File: src/rtl/regfile_banked.sv
// Banked ARM register file: three combinational read ports, ALU and load write ports
// with same-cycle bypass, and a per-register load-pending scoreboard for the hazard unit.
module regfile_banked #(
  parameter int DATA_W = 32,
  parameter int NREG   = 16,
  parameter int ADDR_W = $clog2(NREG)
) (
  input  logic              clk,
  input  logic              rst_n,
  input  logic [ADDR_W-1:0] ra1,
  input  logic [ADDR_W-1:0] ra2,
  input  logic [ADDR_W-1:0] ra3,
  output logic [DATA_W-1:0] rd1,
  output logic [DATA_W-1:0] rd2,
  output logic [DATA_W-1:0] rd3,
  output logic              busy1,
  output logic              busy2,
  output logic              busy3,
  input  logic              we3,
  input  logic [ADDR_W-1:0] wa3,
  input  logic [DATA_W-1:0] wd3,
  input  logic              wel,
  input  logic [ADDR_W-1:0] wal,
  input  logic [DATA_W-1:0] wdl,
  input  logic              ld_issue,
  input  logic [ADDR_W-1:0] ld_dst,
  input  logic [DATA_W-1:0] r15,
  output logic              conflict_err,
  output logic [ADDR_W:0]   ld_outstanding
);

  localparam int NST = NREG - 1;
  localparam logic [ADDR_W-1:0] PC_IDX = ADDR_W'(NREG - 1);

  logic [DATA_W-1:0] r_regs [NST];
  logic [NST-1:0]    r_pend;
  logic              r_conflict;
  logic [ADDR_W:0]   r_ld_cnt;

  logic [NST-1:0]    w_pend_nxt;
  logic              w_conflict;
  logic [ADDR_W-1:0] w_ra   [3];
  logic [DATA_W-1:0] w_rd   [3];
  logic [2:0]        w_busy;

  function automatic logic [ADDR_W:0] popcount(input logic [NST-1:0] bits);
    logic [ADDR_W:0] cnt;
    cnt = {(ADDR_W+1){1'b0}};
    for (int i = 0; i < NST; i++) begin
      cnt = cnt + {{ADDR_W{1'b0}}, bits[i]};
    end
    return cnt;
  endfunction

  assign w_ra[0] = ra1;
  assign w_ra[1] = ra2;
  assign w_ra[2] = ra3;

  // Read mux: PC first, then load bypass, then ALU bypass, then storage
  always_comb begin
    for (int p = 0; p < 3; p++) begin
      w_rd[p]   = {DATA_W{1'b0}};
      w_busy[p] = 1'b0;
      if (w_ra[p] == PC_IDX) begin
        w_rd[p]   = r15;
        w_busy[p] = 1'b0;
      end else if (wel && (wal == w_ra[p])) begin
        w_rd[p]   = wdl;
        w_busy[p] = 1'b0;
      end else if (we3 && (wa3 == w_ra[p])) begin
        w_rd[p]   = wd3;
        w_busy[p] = r_pend[w_ra[p]];
      end else begin
        w_rd[p]   = r_regs[w_ra[p]];
        w_busy[p] = r_pend[w_ra[p]];
      end
    end
  end

  assign rd1   = w_rd[0];
  assign rd2   = w_rd[1];
  assign rd3   = w_rd[2];
  assign busy1 = w_busy[0];
  assign busy2 = w_busy[1];
  assign busy3 = w_busy[2];

  // Scoreboard next state: an issue to the same register outranks its retirement
  always_comb begin
    w_pend_nxt = r_pend;
    for (int i = 0; i < NST; i++) begin
      if (ld_issue && (ld_dst == ADDR_W'(i))) begin
        w_pend_nxt[i] = 1'b1;
      end else if (wel && (wal == ADDR_W'(i))) begin
        w_pend_nxt[i] = 1'b0;
      end else begin
        w_pend_nxt[i] = r_pend[i];
      end
    end
  end

  assign w_conflict = we3 && wel && (wa3 == wal) && (wa3 != PC_IDX);

  always_ff @(posedge clk or negedge rst_n) begin
    if (!rst_n) begin
      for (int i = 0; i < NST; i++) begin
        r_regs[i] <= {DATA_W{1'b0}};
      end
    end else begin
      for (int i = 0; i < NST; i++) begin
        if (wel && (wal == ADDR_W'(i))) begin
          r_regs[i] <= wdl;
        end else if (we3 && (wa3 == ADDR_W'(i))) begin
          r_regs[i] <= wd3;
        end else begin
          r_regs[i] <= r_regs[i];
        end
      end
    end
  end

  // Count is recomputed from the bits each edge so it can never drift or wrap
  always_ff @(posedge clk or negedge rst_n) begin
    if (!rst_n) begin
      r_pend     <= {NST{1'b0}};
      r_conflict <= 1'b0;
      r_ld_cnt   <= {(ADDR_W+1){1'b0}};
    end else begin
      r_pend     <= w_pend_nxt;
      r_conflict <= w_conflict;
      r_ld_cnt   <= popcount(w_pend_nxt);
    end
  end

  assign conflict_err   = r_conflict;
  assign ld_outstanding = r_ld_cnt;

endmodule

File: config.mk
export PLATFORM = sky130hd
export DESIGN_NAME = regfile_banked
export DESIGN_NICKNAME = d
export VERILOG_FILES = /design/src/rtl/regfile_banked.sv
export SDC_FILE = /design/constraint.sdc
export NUM_CORES = 2
export LEC_CHECK = 0
export BUFFER_PORTS_ARGS = -buffer_cell sky130_fd_sc_hd__buf_2
export CAP_MARGIN = 20
export CELL_PAD_IN_SITES_DETAIL_PLACEMENT = 1
export CELL_PAD_IN_SITES_GLOBAL_PLACEMENT = 2
export CORE_ASPECT_RATIO = 1.25
export CORE_MARGIN = 2
export CORE_UTILIZATION = 43
export CTS_CLUSTER_DIAMETER = 60
export DETAILED_ROUTE_END_ITERATION = 10
export PLACE_DENSITY_LB_ADDON = 0.25
export RECOVER_POWER = 25
export SETUP_SLACK_MARGIN = 0.02
export SLEW_MARGIN = 20
export SYNTH_ARGS = -nofsm -noshare
export SYNTH_HDL_FRONTEND = slang
export SYNTH_SLANG_ARGS = --single-unit
File: constraint.sdc
create_clock -name clk -period 5.3 [get_ports clk]
set_input_delay 0.265 -clock clk [delete_from_list [all_inputs] [get_ports clk]]
set_output_delay 0.265 -clock clk [all_outputs]
set_load 0.005 [all_outputs]
======== After elaboration in Yosys (flattened, before gate mapping) ========
Cells that the tools add are included.
W data, S select, Z words.
operators by class
  reduce and logical (&&, ||, !) cells .... 72
  equality and inequality tests ........... 53
  bitwise gates (word level) .............. 3
  mux-type cells .......................... 90
  magnitude comparators ................... 6
  $add $sub $neg .......................... 14
operators by type and width
  cell                  count
  $mux W32              45
  $bmux W32 S4          3
  $eq A4 B4 Y1 const B  24
  $logic_and A1 B1 Y1   54
  $add A5 B1 Y5         10
  $eq A4 B3 Y1 const B  12
  $mux W1               39
  $reduce_bool A2 Y1    15
  $eq A4 B4 Y1          7
  $eq A4 B2 Y1 const B  6
  $ge A5 B5 Y1 const B  3
  $lt A4 B5 Y1 const B  3
  $not A4 Y5            3
  $bmux W1 S4           3
  $eq A4 B1 Y1 const B  3
  $logic_not A4 Y1      3
  $add A4 B1 Y5         1
  $add A3 B1 Y4         1
  $ne A4 B4 Y1 const B  1
  $add A2 B1 Y3         1
  $add A1 B1 Y2         1
storage, ports and cells
  bits in registers ....................... 501
  output and inout port bits .............. 105
  input bits .............................. 125
  word-level logic and storage cells ...... 256

======== Longest topological paths before layout ========
  depth in word-level cells ............... 18
  depth in mapped cells ................... 16
  mapped depth without buffers ............ 15

======== Worst setup path after synthesis ========
OpenSTA, ideal clock, no wires.
  kind .................................... input to register
  start ................................... in wal[2]
  end ..................................... reg r_ld_cnt[1] (netlist: ld_outstanding[1])
  setup slack ............................. 1.014 ns
  arrival ................................. 4.222 ns
  stages on the path ...................... 16
  setup time .............................. 0.064 ns
  data required time ...................... 5.236 ns
  path buffers ............................ 2
  cell sequence ........................... buf_2 nor3b_1 nand3_1 clkbuf_1 a32oi_1 fa_1 inv_1 fa_1 fa_1 inv_1 fa_1 inv_1 fa_1 inv_1 fa_1 inv_1
between the ends
  word-level cells in the longest chain between the ends .. 18
  elaborated cells between the ends (all ways) .. 74
  those cells by class .................... add/sub (14); eq/ne (14); mux (30); reduce/logical (16)
ends and longest elaborated chain
  item                                                     RTL line  text
  start, declared                                          23        input logic [ADDR_W-1:0] wal,
  $eq A4 B1 Y1 / $logic_not A4 Y1 (equally long branches)  93        end else if (wel && (wal == ADDR_W'(i))) begin
  $logic_and A1 B1 Y1                                      93
  $mux W1                                                  93
  $mux W1                                                  91        if (ld_issue && (ld_dst == ADDR_W'(i))) begin
  $add A1 B1 Y2                                            50        cnt = cnt + {{ADDR_W{1'b0}}, bits[i]};
  $add A2 B1 Y3                                            50
  $add A3 B1 Y4                                            50
  $add A4 B1 Y5                                            50
  $add A5 B1 Y5 (9 in a row)                               50
  $add A5 B1 Y5 *                                          50
  end signal, assigned                                     126       r_ld_cnt <= {(ADDR_W+1){1'b0}};
  end signal, assigned                                     130       r_ld_cnt <= popcount(w_pend_nxt);
  end, declared                                            38        logic [ADDR_W:0] r_ld_cnt;
Every way passes the cells marked *; elsewhere a longest branch is shown, timed or not.
A chain may end at the register's enable or synchronous reset.

======== Worst setup path in the final report ========
  start ................................... in wal[1]
  end ..................................... reg r_regs[51] in the netlist's numbering
between the ends
  word-level cells in the longest chain between the ends .. 3
  elaborated cells between the ends (all ways) .. 4
  those cells by class .................... eq/ne (1); mux (1); reduce/logical (2)
ends and longest elaborated chain
  item                                                   RTL line  text
  $eq A4 B4 Y1 *                                         110       if (wel && (wal == ADDR_W'(i))) begin
  $logic_and A1 B1 Y1 *                                  110
  $mux W32 / $reduce_bool A2 Y1 (equally long branches)  n/a
  end signal, assigned by index                          111       r_regs[i] <= wdl;
  end signal, assigned by index                          113       r_regs[i] <= wd3;
  end signal, assigned by index                          115       r_regs[i] <= r_regs[i];
  end, declared                                          35        logic [DATA_W-1:0] r_regs [NST];
Marked as above.

==> results.yml <==
hold_path:
  hold_class: "in -> reg"
  worstHoldStart: "wdl[6]"
die:
  io_pins: 230
  die_w_um: 270
  dieArea_mm2: 0.0910
  fp.coreArea_mm2: 0.0882
  initial_core_util_pct: 43.2
  row_count: 122
  fp.dieH_um: 337
grt:
  globalRouteMet3Util_pct: 9.14
  grt_max_degree: 118
  met2_usage_pct: 63.1
  use_met1_pct: 49.5
  grt_pass1_wl_um: 262000
  grt_overflow_total: 0
  grt_pass1_vias: 36626
  track_usage_pct: 39.6
  antenna_found_initial: 12
  grt-busiest-layer: "met2"
routing:
  drt_iter0_drc: 3947
  drc_errors: 0
  ant_nets: 0
  via_per_inst: 6.94
  wl_um: 183000
  routedWlPerCell_um: 35.1
  dr_total_vias: 36220
  drt_first_pass_iters: 5
pwr:
  cellLeakagePower_uw: 0.0173
  p_total_uw: 15400
  power.density_mw_per_mm2: 366
  switchingPower_uw: 5460
  p_int_uw: 9920
  power_frac_seq_pct: 38.0
  combPwrFrac_pct: 32.8
  sw_frac_of_total_pct: 35.5
  power_frac_clock_pct: 29.2
  max-vdd-ir-drop_uv: 299
sta:
  fmax_mhz: 219
  slew_violations: 471
  finalHoldViolCount: 0
  tightest_slew_ps: 4410
  period_share_pct: 86.1
  finalCriticalPeriod_ps: 4560
  rsz0062_at_grt: "no"
  setup-tns-final_ps: 0
  setup_viol: 0
  finClkSkew_ps: 9.32
  slew_headroom_pct: -194
final_layout:
  layout_common_cells: "mux2i_1, dfrtp_1, a21oi_1"
  stdcell_count: 5216
  design_area_mm2: 0.0420
  final_common_cell: "mux2i_1"
  drive_gt1_share_pct: 17.9
  post-route-util_pct: 47.6
  nets: 4117
  area_growth_pct: 10.2
  nFillCells: 10081
logic_synthesis:
  synth_nets: 4218
  synth_area_mm2: 0.0381
  yosysWarnings: 0
  yosysUniqueCellTypes: 62
  netlist_instances: 4081
  ys.flop_type: "dfrtp_1"
  synth_edf_count: 0
  ys_ff_latch: 500
  synth-async-reset-ratio_pct: 100
  synth_seq_area_share_pct: 32.9
  syn_avg_cell_area_um2: 9.33
worst_setup_path:
  endpoint: "r_regs[51]"
  r2r_start: "r_pend[5]"
  end_kind: "flip-flop"
  worstPathMaxFanout: 64
  crit_required_ps: 5630
  ff2ff_path_depth: 11
  startpoint: "wal[1]"
  rrSetupSlack_ps: 1550
  crit_arrival_ps: 4890
  start_kind: "primary input"
  rr_endpoint: "ld_outstanding[1]"
  crit_type: "in -> reg"
clocking:
  cts_max_level: 2
  numCtsBuffers: 60
  clockRootBuffer: "clkbuf_16"
  cts_tree: "done"
  clock-sinks: 500
  clk_latency_ps: 660
  clk_path_buf_depth: 3
  path_clk_slew_ps: 60
placement:
  place_congestion: 0.869
  hpwl_um: 108000
  place_area_mm2: 0.0398
  placedCellCount: 5087
  port_buffers: 228
status:
  status: "finished with violations"
  violations: "capacitance limit, slew limit"
run:
  maxCapViolCount: 6
==> flip-flops by register name, summed over array words and instances (netlist names) <==
name / count
conflict_err: 1
ld_outstanding: 4
r_regs: 480
r_pend: 15
==> layout make-up <==
| cell class | count | area (um^2) | share of cell area [%] |
|---|---|---|---|
| sequential | 500 | 12500 | 29.8 |
| timing repair buffer | 338 | 2120 | 5.05 |
| multi-input combinational | 3027 | 23500 | 56.1 |
| clock buffer | 96 | 1870 | 4.45 |
| inverter | 53 | 199 | 0.474 |
| tap | 1178 | 1470 | 3.51 |
| clock inverter | 15 | 214 | 0.510 |
| antenna | 9 | 22.5 | 0.0537 |
==> Yosys cell counts (all sizes together) (40+ instances only) <==
cell	number	area [um^2]
nand2	365	1370
a22o	67	587
mux4	237	5340
a221o	40	400
o221ai	40	350
a21oi	432	2170
a31oi	64	400
buf	196	1040
inv	52	195
o21ai	297	1490
o211ai	42	315
mux2i	602	6030
clkbuf	305	1140
dfrtp	500	12500
a22oi	87	653
nor2	441	1660
==> critical path: stages <==
cell	delay (ps)
clkbuf_1	780
nor2b_1	100
clkbuf_1	270
nand2_4	110
clkbuf_1	3060
a21oi_1	220
==> how the worst min path moves through the flow <==
stage                         to  slack [ps]  cells after the start
finish               r_regs[422]          20                      3
CTS                  r_regs[447]           1                      3
global placement     r_regs[312]         340                      1
detailed placement   r_regs[312]         320                      1
floorplan           conflict_err         -30                      0
global route         r_regs[447]          40                      3
==> kinds of logic after synthesis <==
| kind of cell | Yosys count | synth area share (%) |
|---|---|---|
| buffers and inverters | 554 | 6.25 |
| AND/OR/NAND/NOR | 961 | 10.4 |
| adder cells (fa/ha/maj) | 12 | 0.591 |
| XOR/XNOR | 28 | 0.644 |
| multiplexers | 841 | 29.9 |
| AO/OA/AOI/OAI | 1184 | 19.3 |
| other | 1 | 0.00985 |
| flip-flops | 500 | 32.9 |
==> timing repair <==
item,in CTS,in global routing
gates resized for setup,0,0
hold endpoints to repair,84,0
hold buffers,8,0
setup buffers,0,0
==> power by group through the flow <==
stage | combinational [uW] | sequential, uW | clock, uW
after floorplan | 3550 | 5500 | 0
after global placement | 4850 | 5750 | 0
after detailed placement | 4980 | 5830 | 0
after CTS | 5020 | 5770 | 4540
after global routing | 5490 | 5950 | 4670
final | 5040 | 5840 | 4490
==> through the flow <==
| stage | hold WS [ps] | setup slack (ps) |
|---|---|---|
| 2_1_floorplan | -30.6 | 1010 |
| 3_3_place_gp | 338 | 827 |
| 3_5_place_dp | 324 | 794 |
| 4_1_cts | 1.36 | 1070 |
| 5_1_grt | 37.4 | 725 |
| 6_report | 21.0 | 737 |
==> routing by layer <==
layer | vias up | wire (um)
met5 | - | 25
met4 | 4 | 12200
met3 | 590 | 17400
met2 | 2100 | 83400
met1 | 18689 | 70000
li1 | 14837 | -
(Power assumes the default switching activity.)
